**src/rtl/sr_latch_cmd_if.sv**
```systemverilog
// Pushbutton-to-latch command bundle for sr_latch_cmd_gen.
// SR_LATCH_CMD_MODEL_EN adds q_model, the expected latch Q.
interface sr_latch_cmd_if;
  // No valid/ready pair: buttons are raw levels; busy is high while a command
  // (setup, enable pulse, hold) is in flight, and new presses queue meanwhile.
  logic       set_btn;
  logic       reset_btn;
  logic       s;
  logic       r;
  logic       en;
  logic       busy;
  logic [1:0] state_dbg;
`ifdef SR_LATCH_CMD_MODEL_EN
  logic       q_model;

  modport slave  (input set_btn, reset_btn,
                  output s, r, en, busy, state_dbg, q_model);
  modport master (output set_btn, reset_btn,
                  input s, r, en, busy, state_dbg, q_model);
`else
  modport slave  (input set_btn, reset_btn,
                  output s, r, en, busy, state_dbg);
  modport master (output set_btn, reset_btn,
                  input s, r, en, busy, state_dbg);
`endif
endinterface

```
**src/rtl/sr_latch_cmd_gen.sv**
```systemverilog
// Synchronize, debounce and edge-detect two pushbuttons, then sequence clean
// s/r/en commands for a gated SR latch. SR_LATCH_CMD_MODEL_EN adds q_model.
module sr_latch_cmd_gen #(
  parameter int DEBOUNCE_CYCLES = 4,
  parameter int EN_PULSE_CYCLES = 2
) (
  input  logic            clk,
  input  logic            rst_n,
  sr_latch_cmd_if.slave   bus
);

  localparam int DW = ($clog2(DEBOUNCE_CYCLES + 1) < 1) ? 1 : $clog2(DEBOUNCE_CYCLES + 1);
  localparam int PW = ($clog2(EN_PULSE_CYCLES + 1) < 1) ? 1 : $clog2(EN_PULSE_CYCLES + 1);

  typedef enum logic [1:0] {IDLE, SETUP, PULSE, HOLD} state_t;

  // Bit 0 tracks the set button, bit 1 the reset button.
  logic [1:0]    meta_q, meta_d;
  logic [1:0]    sync_q, sync_d;
  logic [1:0]    db_q, db_d;
  logic [1:0]    db_prev_q, db_prev_d;
  logic [1:0]    pend_q, pend_d;
  logic [DW-1:0] cnt_q [2];
  logic [DW-1:0] cnt_d [2];
  logic [1:0]    rise;
  logic [1:0]    served;
  logic          idle;

  state_t        state_q;
  logic [PW-1:0] pcnt_q;
  logic          s_q, r_q, en_q, busy_q;

  assign idle   = (state_q == IDLE);
  // Reset has priority; only the flag actually served is cleared.
  assign served = {idle & pend_q[1], idle & ~pend_q[1] & pend_q[0]};
  assign rise   = db_q & ~db_prev_q;

  always_comb begin
    meta_d    = {bus.reset_btn, bus.set_btn};
    sync_d    = meta_q;
    db_d      = db_q;
    db_prev_d = db_q;
    pend_d    = (pend_q & ~served) | rise;
    for (int i = 0; i < 2; i++) begin
      cnt_d[i] = '0;
      if (sync_q[i] != db_q[i]) begin
        if (cnt_q[i] == DW'(DEBOUNCE_CYCLES - 1)) begin
          db_d[i] = ~db_q[i];
        end else begin
          cnt_d[i] = cnt_q[i] + DW'(1);
        end
      end
    end
  end

  always_ff @(posedge clk or negedge rst_n) begin
    if (!rst_n) begin
      meta_q    <= '0;
      sync_q    <= '0;
      db_q      <= '0;
      db_prev_q <= '0;
      pend_q    <= '0;
      cnt_q[0]  <= '0;
      cnt_q[1]  <= '0;
    end else begin
      meta_q    <= meta_d;
      sync_q    <= sync_d;
      db_q      <= db_d;
      db_prev_q <= db_prev_d;
      pend_q    <= pend_d;
      cnt_q[0]  <= cnt_d[0];
      cnt_q[1]  <= cnt_d[1];
    end
  end

`ifdef SR_LATCH_CMD_MODEL_EN
  logic q_model_q;
`endif

  // s/r are only changed on entry to SETUP and on leaving HOLD, never while en=1.
  always_ff @(posedge clk or negedge rst_n) begin
    if (!rst_n) begin
      state_q   <= IDLE;
      pcnt_q    <= '0;
      s_q       <= 1'b0;
      r_q       <= 1'b0;
      en_q      <= 1'b0;
      busy_q    <= 1'b0;
`ifdef SR_LATCH_CMD_MODEL_EN
      q_model_q <= 1'b0;
`endif
    end else begin
      case (state_q)
        IDLE: begin
          if (pend_q[1] || pend_q[0]) begin
            state_q <= SETUP;
            s_q     <= ~pend_q[1];
            r_q     <= pend_q[1];
            busy_q  <= 1'b1;
          end
        end
        SETUP: begin
          state_q <= PULSE;
          en_q    <= 1'b1;
          pcnt_q  <= '0;
        end
        PULSE: begin
          if (pcnt_q == PW'(EN_PULSE_CYCLES - 1)) begin
            state_q   <= HOLD;
            en_q      <= 1'b0;
`ifdef SR_LATCH_CMD_MODEL_EN
            q_model_q <= s_q;
`endif
          end else begin
            pcnt_q <= pcnt_q + PW'(1);
          end
        end
        HOLD: begin
          state_q <= IDLE;
          s_q     <= 1'b0;
          r_q     <= 1'b0;
          busy_q  <= 1'b0;
        end
        default: state_q <= IDLE;
      endcase
    end
  end

  assign bus.s         = s_q;
  assign bus.r         = r_q;
  assign bus.en        = en_q;
  assign bus.busy      = busy_q;
  assign bus.state_dbg = state_q;
`ifdef SR_LATCH_CMD_MODEL_EN
  assign bus.q_model   = q_model_q;
`endif

endmodule

```
**src/flat_wrapper.sv**
```systemverilog
// flat-port wrapper written by rule: the top's interface ports become plain ports
module sr_latch_cmd_gen_flat 
#(
  parameter int DEBOUNCE_CYCLES = 4,
  parameter int EN_PULSE_CYCLES = 2
)
  (clk, rst_n, bus_set_btn, bus_reset_btn, bus_s, bus_r, bus_en, bus_busy, bus_state_dbg);
  sr_latch_cmd_if bus_i ();
  input  logic clk;
  input  logic rst_n;
  input wire logic [$bits(bus_i.set_btn)-1:0] bus_set_btn;
  input wire logic [$bits(bus_i.reset_btn)-1:0] bus_reset_btn;
  output wire logic [$bits(bus_i.s)-1:0] bus_s;
  output wire logic [$bits(bus_i.r)-1:0] bus_r;
  output wire logic [$bits(bus_i.en)-1:0] bus_en;
  output wire logic [$bits(bus_i.busy)-1:0] bus_busy;
  output wire logic [$bits(bus_i.state_dbg)-1:0] bus_state_dbg;
  assign bus_i.set_btn = bus_set_btn;
  assign bus_i.reset_btn = bus_reset_btn;
  assign bus_s = bus_i.s;
  assign bus_r = bus_i.r;
  assign bus_en = bus_i.en;
  assign bus_busy = bus_i.busy;
  assign bus_state_dbg = bus_i.state_dbg;
  sr_latch_cmd_gen #(.DEBOUNCE_CYCLES(DEBOUNCE_CYCLES), .EN_PULSE_CYCLES(EN_PULSE_CYCLES)) u_core (.clk(clk), .rst_n(rst_n), .bus(bus_i));
endmodule
```
**config.mk**
```make
export PLATFORM = sky130hd
export DESIGN_NAME = sr_latch_cmd_gen_flat
export DESIGN_NICKNAME = d
export VERILOG_FILES = /design/src/rtl/sr_latch_cmd_if.sv /design/src/rtl/sr_latch_cmd_gen.sv /design/src/flat_wrapper.sv
export SDC_FILE = /design/constraint.sdc
export NUM_CORES = 1
export LEC_CHECK = 0
export BUFFER_PORTS_ARGS = -buffer_cell sky130_fd_sc_hd__clkbuf_2
export CAP_MARGIN = 20
export CORE_MARGIN = 5
export CORE_UTILIZATION = 45
export DETAILED_ROUTE_END_ITERATION = 8
export SLEW_MARGIN = 20
export SYNTH_ARGS = -nofsm -noshare
export SYNTH_HDL_FRONTEND = slang
export SYNTH_SLANG_ARGS = --single-unit
```
**constraint.sdc**
```tcl
create_clock -name clk -period 1.6 [get_ports clk]
set_input_delay 0.16 -clock clk [delete_from_list [all_inputs] [get_ports clk]]
set_output_delay 0.16 -clock clk [all_outputs]
set_load 0.005 [all_outputs]
```
# == Word-level counts from Yosys, hierarchy flattened ==
# Index checks and enable logic that the tools add are counted.
# W data, S select, Z words.
# word_totals
ff_bits,24
input_bits,4
elab_cells,66
# classes
add_sub_neg,3
n_eq_ne,11
n_mux,17
n_bitwise,11
reduce_logical,10
# op_table
operator,n
$mux W3,4
$reduce_and A2 Y1,6
$pmux W1 S2,4
$pmux W2 S4,1
$add A3 B1 Y3 const B,2
$eq A3 B2 Y1 const B,2
$mux W2,3
$and A2 B2 Y2,2
$eq A2 B1 Y1 const B,2
$eq A2 B2 Y1 const B,2
$mux W1,4
$ne A2 B2 Y1 const B,2
$not A2 Y2,2
$pmux W2 S2,1
$reduce_bool A2 Y1,2
$and A1 B1 Y1,3
$not A1 Y1,3
$add A2 B1 Y2 const B,1
$logic_not A2 Y1,1
$ne A1 B1 Y1,2
$ne A2 B1 Y1 const B,1
$or A2 B2 Y2,1
$logic_or A1 B1 Y1,1

# == Logic depth before layout (Yosys ltp) ==
# Gate-level depths: netlist of run 1.
# logic_depth
ltp_word,6
depth_mapped,5
depth_no_buf,5

# == Worst setup path before layout of run 1 ==
# No wires, ideal clock.
# synth_timing
path_kind,flip-flop to flip-flop
from,"register u_core.state_q[0], in the netlist u_core.bus.state_dbg[0]"
to,"register u_core.state_q[1], in the netlist u_core.bus.state_dbg[1]"
setup_ps,125
arrival_time_ps,1308
path_slack_ps,167
stages_incl_launch_ff,6
n_path_buf,0
period_less_slack_ps,1433
cell_sequence,dfrtp_1 -> inv_1 -> ha_1 -> nor2b_4 -> a21oi_2 -> mux2_4
# synth_via
elab_chain_cells,3
word_cells_on_any_way,8
classes_between,eq/ne: 5; mux: 1; reduce/logical: 2
# synth_lines
element,line_no,text
from (decl),sr_latch_cmd_gen.sv:29,state_t state_q;
from (signal assigned),sr_latch_cmd_gen.sv:83,state_q <= IDLE;
from (signal assigned),sr_latch_cmd_gen.sv:96,state_q <= SETUP;
from (signal assigned),sr_latch_cmd_gen.sv:103,state_q <= PULSE;
$eq A2 B2 Y1 or $logic_not A2 Y1 (tied branches),sr_latch_cmd_gen.sv:93,case (state_q)
$ne A2 B1 Y1 (no source line) or $ne A2 B2 Y1 (tied branches),-,
$reduce_and A2 Y1 (no source line),-,
# Parallel ways exist; a longest one is shown, timed or not.
# A chain may end at the register's enable or synchronous reset.

# == Final worst setup path of run 1 ==
# Ends and elaborated chain as after synthesis.

==> results.yml, run 1 <==
placed_design:
  dpl_cell_area_sq_um: 1104
  port_buffers: 9
  gp_congestion: 0.6973
  hpwl_mm: 1.067
cells_and_area:
  layout-drive-gt1-share: 0.1765
  fillers: 188
  area_growth_syn_to_layout_pct: 16.75
  mostFrequentLayoutCells: "dfrtp_1 (24), clkbuf_2 (9), inv_1 (8), o21ai_0 (8), ha_1 (8)"
  final_area_sq_um: 1186
  n_antenna_cell: 0
  nets: 115
  layout_commonest_cell: "dfrtp_1"
critical_path:
  start_kind: "flop"
  reg2reg_from: "u_core.bus.state_dbg[0]"
  crit_required_ns: 1.80
  cp-end-kind: "flop"
  crit_chain: "inv_1 > ha_1 > nor2b_4 > a21oi_2 > mux2_4"
  slowest_stage: "dfrtp_1"
  critPathKind: "flop to flop"
  cp.arrival_ns: 1.66
  worstPathMaxFanout: 5
  cp-startpoint: "u_core.bus.state_dbg[0]"
  critPathMaxStageDelay_ns: 0.44
die:
  initial_core_util: 0.4637
  die_area_sq_um: 3308
  rows: 17
  dieWidth_um: 57.52
  core_area_sq_um: 2191
  die_h_um: 57.52
  io_pins: 10
power:
  p_per_area_nw_per_um2: 1873
  leakage_nw: 0.5770
  peakVddDrop_mv: 0.8774
sta:
  finalMaxSlewViolations: 0
  relSlewSlack: 0.6118
  fin_skew_ns: 0.01653
  timing.final.crit_period_ns: 1.452
  hold_viol: 0
  setup_viol: 0
  whs_ns: 0.3455
  min_period_over_period: 0.9075
  fin_setup_tns_ns: 0
  fmax_ghz: 0.6887
  rsz0062_at_grt: "no"
  tightestPinTransition_ns: 0.5822
drt:
  drc: 0
  dr.pass1.iters: 3
  routed_via_density: 4.700
  via_count: 611
  drt-total-wl_mm: 1.400
  drt_iter0_markers: 7
  wire_per_inst_um: 10.77
  antenna_left: 0
clock_tree:
  htree_levels: 1
  cts.sinks: 24
  post-cts-setup-buffers: 0
  clockRootBuffer: "clkbuf_4"
  clock_latency_ns: 0.32
  path_clk_slew_ns: 0.14
  cts_made_buffers: 3
  cts_tree: "done"
  cts_max_path_buffers: 2
grt:
  grt_pass1_vias: 617
  antenna_found_initial: 0
  grt_pass1_wl_mm: 2.573
  grt_usage: 0.1004
  grt_max_degree: 25
  gr-total-overflow: 0
job:
  maxCapViolCount: 0
synth:
  synthCells: 85
  synth_seq_cells: 24
  ys_types: 21
  ys_warn_count: 0
  synth_seq_area_share: 0.5911
  syn_nets: 97
  netlist_area_sq_um: 1016
  avgSynthCellArea_sq_um: 11.95
run_status:
  status: "completed"
min_path:
  min_path_type: "primary input to async pin"
Yosys cell counts:
cell	instances	share of area
and2_1	1	0.0062
a21oi_2	1	0.0086
nor3b_1	3	0.022
o31ai_1	1	0.0074
nor2b_1	4	0.025
mux2i_1	2	0.020
o2bb2ai_1	1	0.0086
xnor2_1	3	0.026
dfrtp_1	24	0.59
mux2_4	1	0.015
nand2_1	7	0.026
a2bb2oi_1	1	0.0086
nor2b_4	1	0.014
o22ai_1	2	0.012
nand2b_1	2	0.012
inv_1	8	0.030
o21ai_0	8	0.039
nor2_2	1	0.0062
ha_1	8	0.099
nor2_1	4	0.015
nor3_1	2	0.0099
state kept, by name, indices dropped and copies added, names as in the netlist:
signal	cells
u_core.bus.r	1
u_core.pend_q	2
u_core.db_prev_q	2
u_core.sync_q	2
u_core.bus.s	1
u_core.meta_q	2
u_core.db_prev_d	2
u_core.cnt_q	6
u_core.pcnt_q	2
u_core.bus.busy	1
u_core.bus.en	1
u_core.bus.state_dbg	2
worst paths after layout:
kind	to	depth (start not counted)	slack, ns
max reg2reg	u_core.bus.state_dbg[1]	5	0.15
min	u_core.bus.r	2	0.35
max	u_core.bus.state_dbg[1]	5	0.15
max in group asynchronous	u_core.bus.state_dbg[0]	2	0.85
min in group clk	u_core.sync_q[0]	0	0.37
min reg2reg	u_core.sync_q[0]	0	0.37
power breakdown:
group | leakage (nW) | internal [mW] | switching [mW]
Combinational | 0.253 | 0.424 | 0.401
Sequential | 0.296 | 0.814 | 0.151
Clock | 0.0279 | 0.253 | 0.178
Total | 0.577 | 1.49 | 0.730
kinds of logic after synthesis:
group,Yosys count,share of synthesized area
AO/OA/AOI/OAI,14,0.08498
XOR/XNOR,3,0.02587
adder cells (fa/ha/maj),8,0.09853
buffers and inverters,8,0.02956
flip-flops,24,0.5911
multiplexers,3,0.03448
AND/OR/NAND/NOR,25,0.1355
critical path: cells and delay by family (launching register included):
family / cells / cell delay [ns]
flip-flops: 1 / 0.44
multiplexers: 1 / 0.31
adder cells (fa/ha/maj): 1 / 0.21
AO/OA/AOI/OAI: 1 / 0.16
AND/OR/NAND/NOR: 1 / 0.12
buffers and inverters: 1 / 0.10
per-layer routing:
layer / GRT usage / vias up / wire [um]
li1: - / 315 / -
met1: 0.1319 / 281 / 678
met2: 0.1500 / 11 / 607
met3: 0.02262 / 4 / 83
met4: 0.05960 / 0 / 30
met5: 0 / - / 0
cell type report:
| cell class | count | area (sq um) | share of cell area |
|---|---|---|---|
| clock buffers | 3 | 22.52 | 0.01899 |
| clock inverters | 1 | 30.03 | 0.02532 |
| inverters | 8 | 30.03 | 0.02532 |
| multi-input cells | 53 | 385.4 | 0.3249 |
| flip-flops and latches | 24 | 600.6 | 0.5063 |
| well taps | 28 | 35.03 | 0.02954 |
| repair buffers | 13 | 82.58 | 0.06962 |
through the flow:
stage | std cells | worst slack, ns | utilization | power [mW]
after floorplan | 85 | 0.1671 | - | 1.575
after global placement | 123 | 0.2299 | 0.5037 | 1.779
after detailed placement | 123 | 0.1623 | 0.5037 | 1.816
after CTS | 130 | 0.1480 | 0.5414 | 2.256
after global routing | 130 | 0.06153 | 0.5414 | 2.414
final | 130 | 0.1480 | 0.5414 | 2.222
repair_timing:
action / CTS / global route
resized for setup: 0 / 0
hold buffers: 3 / 0
endpoints found under the hold margin: 26 / 0
(Power assumes the default switching activity.)
==> run 2: changes to the inputs <==
==> constraint.sdc (replaced) <==
create_clock -name clk -period 1.64 [get_ports clk]
set_input_delay 0.164 -clock clk [delete_from_list [all_inputs] [get_ports clk]]
set_output_delay 0.164 -clock clk [all_outputs]
set_load 0.005 [all_outputs]
==> run 2 against run 1 <==
Net effect: combinational power about the same; core utilization unchanged; power decreased by 1.5%; critical path depth decreased by 1; die area unchanged; maximum frequency increased by 1.9%; critical endpoint unchanged; largest power group unchanged.
==> results.yml, run 2 (synthesized netlist as in run 1, its figures left out) <==
drt:
  antenna_left: 0
  wire_per_inst_um: 11.53
  routed_via_density: 4.662
  drc: 0
  via_count: 606
  drt-total-wl_mm: 1.499
  dr.pass1.iters: 2
  drt_iter0_markers: 7
die:
  dieWidth_um: 57.52
  io_pins: 10
  initial_core_util: 0.4637
  rows: 17
  core_area_sq_um: 2191
  die_h_um: 57.52
  die_area_sq_um: 3308
grt:
  grt_max_degree: 25
  gr-total-overflow: 0
  grt_pass1_wl_mm: 2.649
  antenna_found_initial: 0
  grt_usage: 0.1062
  grt_pass1_vias: 589
sta:
  min_period_over_period: 0.8691
  finalMaxSlewViolations: 0
  setup_viol: 0
  fin_skew_ns: 0.003124
  timing.final.crit_period_ns: 1.425
  fin_setup_tns_ns: 0
  rsz0062_at_grt: "no"
  hold_viol: 0
  relSlewSlack: 0.6075
  fmax_ghz: 0.7016
  tightestPinTransition_ns: 0.5887
critical_path:
  crit_required_ns: 1.86
  reg2reg_to: "u_core.bus.state_dbg[1]"
  reg2reg_from: "u_core.bus.state_dbg[1]"
  cp-end-kind: "flop"
  critPathKind: "flop to flop"
  worstPathMaxFanout: 7
  rrSetupSlack_ns: 0.21
  cp.arrival_ns: 1.64
  start_kind: "flop"
  reg2regPathDepth: 4
power:
  p_per_area_nw_per_um2: 1845
  leakage_nw: 0.5768
  total_power_mw: 2.188
  peakVddDrop_mv: 1.108
cells_and_area:
  layout_commonest_cell: "dfrtp_1"
  regMostFlops: "u_core.cnt_q"
  largest_register_ffs: 6
  fillers: 188
  area_growth_syn_to_layout_pct: 16.75
  layout-drive-gt1-share: 0.1765
  mostFrequentLayoutCells: "dfrtp_1 (24), clkbuf_2 (9), inv_1 (8), o21ai_0 (8), ha_1 (8)"
  nets: 115
  n_antenna_cell: 0
  multi_input_area_sq_um: 385.4
  seq_area_sq_um: 600.6
clock_tree:
  cts.sinks: 24
  htree_levels: 1
  path_clk_slew_ns: 0.13
  cts_made_buffers: 3
  post-cts-setup-buffers: 0
  cts_resized: 0
  cts_max_path_buffers: 2
  clock_latency_ns: 0.31
  cts_tree: "done"
  clockRootBuffer: "clkbuf_4"
  postCtsHoldBufs: 3
min_path:
  min_path_type: "primary input to async pin"
placed_design:
  port_buffers: 9
  hpwl_mm: 1.078
  gp_congestion: 0.6746
job:
  maxCapViolCount: 0
run_status:
  status: "completed"
[run 2: how the worst max path moves through the flow]
stage | from | end | slack, ns | depth (start not counted)
after floorplan | u_core.bus.state_dbg[0] | u_core.bus.state_dbg[1] | 0.21 | 5
after global placement | u_core.bus.state_dbg[1] | u_core.bus.state_dbg[1] | 0.27 | 4
after detailed placement | u_core.bus.state_dbg[1] | u_core.bus.state_dbg[1] | 0.22 | 4
after CTS | u_core.bus.state_dbg[1] | u_core.bus.state_dbg[1] | 0.21 | 4
after global routing | u_core.bus.state_dbg[1] | u_core.bus.busy | 0.11 | 5
final | u_core.bus.state_dbg[1] | u_core.bus.state_dbg[1] | 0.21 | 4
[run 2: cell type report]
class                           instances  share of cell area
Clock inverter                          1             0.02532
Multi-Input combinational cell         53              0.3249
Clock buffer                            3             0.01899
Timing Repair Buffer                   13             0.06962
Tap cell                               28             0.02954
Sequential cell                        24              0.5063
Inverter                                8             0.02532
[run 2: per-stage QoR]
stage,worst slack (ns),utilization,cell area (sq um),hold slack [ns],cells
floorplan,0.2071,-,1016,-0.1316,85
global placement,0.2667,0.5037,1104,0.1944,123
detailed placement,0.2242,0.5037,1104,0.1966,123
CTS,0.2084,0.5414,1186,0.3679,130
global route,0.1138,0.5414,1186,0.3756,130
finish,0.2146,0.5414,1186,0.3575,130
[run 2: per-layer routing]
metal,GRT usage,vias up,wire [um]
met1,0.1484,281,743
met2,0.1435,11,650
met4,0.04967,0,19
li1,-,312,-
met3,0.04072,2,85
met5,0,-,0
[run 2: report_power, final]
part           internal [mW]  total (mW)  switching, mW  leakage, nW
Combinational          0.418       0.827          0.409        0.253
Sequential             0.794       0.935          0.141        0.296
Clock                  0.247       0.426          0.179       0.0279
Total                   1.46        2.19          0.729        0.577
[run 2: critical path, stage by stage, from the launching register on]
cell and delay (ns):
dfrtp_1 0.45, ha_1 0.27, nor2b_4 0.15, a21oi_2 0.15, mux2_4 0.31
==> run 3: changes to the inputs <==
--- a/config.mk
+++ b/config.mk
@@ -8,9 +8,10 @@
 export BUFFER_PORTS_ARGS = -buffer_cell sky130_fd_sc_hd__clkbuf_2
 export CAP_MARGIN = 20
 export CORE_MARGIN = 5
-export CORE_UTILIZATION = 45
+export CORE_UTILIZATION = 55
 export DETAILED_ROUTE_END_ITERATION = 8
-export SLEW_MARGIN = 20
+export PLACE_DENSITY = 0.75
+export SLEW_MARGIN = 30
 export SYNTH_ARGS = -nofsm -noshare
 export SYNTH_HDL_FRONTEND = slang
 export SYNTH_SLANG_ARGS = --single-unit
==> run 3 against run 2 <==
Net effect: critical path depth rose by 1; non-clock buffer count decreased by 1; flip-flop and latch count is the same; die area decreased by 15%; core utilization grew 11 points; combinational power shrank 3.1%; clock power fell by 42%; final cell count decreased by 3.8%; register-to-register slack worse by 0.12 ns; sequential power grew 2%; clock-buffer cell count is the same; power fell by 8.7%.
==> results.yml, run 3 (synthesized netlist as in run 1, its figures left out) <==
run_status:
  status: "completed"
cells_and_area:
  layout.cells.non_filler: 125
  n_antenna_cell: 0
  mostFrequentLayoutCells: "dfrtp_1 (24), clkbuf_2 (9), inv_1 (8), o21ai_0 (8), ha_1 (8)"
  area_growth_syn_to_layout_pct: 12.68
  largest_register_ffs: 6
  layout_commonest_cell: "dfrtp_1"
  layout-drive-gt1-share: 0.1600
  nets: 114
  regMostFlops: "u_core.cnt_q"
  utilization: 0.6559
die:
  core_area_sq_um: 1745
  die_area_sq_um: 2807
  die_h_um: 52.98
  io_pins: 10
  rows: 15
  dieWidth_um: 52.98
  initial_core_util: 0.5821
power:
  peakVddDrop_mv: 0.8285
  leakage_nw: 0.5578
  p_per_area_nw_per_um2: 1746
min_path:
  min_path_type: "flop to flop"
placed_design:
  port_buffers: 9
  gp_congestion: 0.7090
  hpwl_mm: 1.101
  placedCellCount: 119
sta:
  fmax_ghz: 0.6475
  fin_skew_ns: 0.004962
  tightestPinTransition_ns: 0.5581
  min_period_over_period: 0.9418
  hold_viol: 0
  setup_viol: 0
  relSlewSlack: 0.6280
  timing.final.crit_period_ns: 1.544
  finalMaxSlewViolations: 0
  rsz0062_at_grt: "no"
  fin_setup_tns_ns: 0
drt:
  dr.pass1.iters: 2
  antenna_left: 0
  drt_iter0_markers: 3
  drt-total-wl_mm: 1.493
  drc: 0
  via_count: 612
  routed_via_density: 4.896
  wire_per_inst_um: 11.94
clock_tree:
  cts_tree: "done"
  cts_made_buffers: 3
  htree_levels: 1
  clockRootBuffer: "clkbuf_4"
  cts.sinks: 24
  cts_resized: 0
  path_clk_slew_ns: 0.12
  clock_latency_ns: 0.30
  cts_max_path_buffers: 2
critical_path:
  cp-end-kind: "flop"
  path_buf_inv: 1
  cp.arrival_ns: 1.75
  start_kind: "flop"
  crit_required_ns: 1.84
  worstPathMaxFanout: 7
  critPathMaxStageDelay_ns: 0.44
  slowest_stage: "dfrtp_1"
  crit_family: "flip-flops"
  critPathKind: "flop to flop"
  crit_chain: "inv_1 > ha_1 > nor2b_4 > a21oi_2 > mux2_4"
  rrSetupSlack_ns: 0.1
grt:
  gr-total-overflow: 0
  antenna_found_initial: 0
  grt_max_degree: 25
  grt_pass1_wl_mm: 2.732
  grt_usage: 0.1325
  grt_pass1_vias: 672
job:
  maxCapViolCount: 0
## run 3: cell types whose count changed in the layout (fill, tap and decap cells not counted)
cell       change
buf_4          -1
bufinv_16      -1
## run 3: final cells by class
type | instances | area (sq um)
well taps | 25 | 31.28
fillers | 149 | 600.6
flip-flops and latches | 24 | 600.6
clock buffers | 3 | 22.52
inverters | 8 | 30.03
multi-input cells | 53 | 385.4
repair buffers | 12 | 75.07
## run 3: repair_timing
action                                 CTS  global route
endpoints found under the hold margin   26             0
hold buffers                             3             0
setup buffers                            0             0
## run 3: per-layer routing
metal | GRT usage | wire length [um] | up-vias
li1 | - | - | 310
met1 | 0.1522 | 704 | 292
met2 | 0.2397 | 737 | 10
met3 | 0.02535 | 52 | 0
met4 | 0.05106 | 0 | 0
met5 | 0 | 0 | -
## run 3: worst paths after layout
path                                         start                      end  depth (start not counted)
max                        u_core.bus.state_dbg[0]  u_core.bus.state_dbg[1]                          5
min                               u_core.meta_q[0]         u_core.sync_q[0]                          0
max reg2reg                u_core.bus.state_dbg[0]  u_core.bus.state_dbg[1]                          5
min reg2reg                       u_core.meta_q[0]         u_core.sync_q[0]                          0
max in group asynchronous                    rst_n         u_core.pend_q[0]                          2
min in group asynchronous                    rst_n  u_core.bus.state_dbg[1]                          2
## run 3: metrics by stage
step	worst slack [ns]	cell area (sq um)	total power [mW]	hold slack, ns
6_report	0.09550	1145	1.999	0.3601
5_1_grt	0.04411	1145	2.174	0.3796
4_1_cts	0.1017	1145	2.020	0.3641
3_5_place_dp	0.1220	1092	1.767	0.1943
3_3_place_gp	0.1887	1092	1.719	0.1850
2_1_floorplan	0.2071	1016	1.537	-0.1316
## run 3: where the power goes
group | total [mW] | internal, mW | switching (mW) | leakage (nW)
Clock | 0.248 | 0.0856 | 0.162 | 0.0138
Combinational | 0.801 | 0.404 | 0.397 | 0.248
Sequential | 0.950 | 0.795 | 0.155 | 0.296
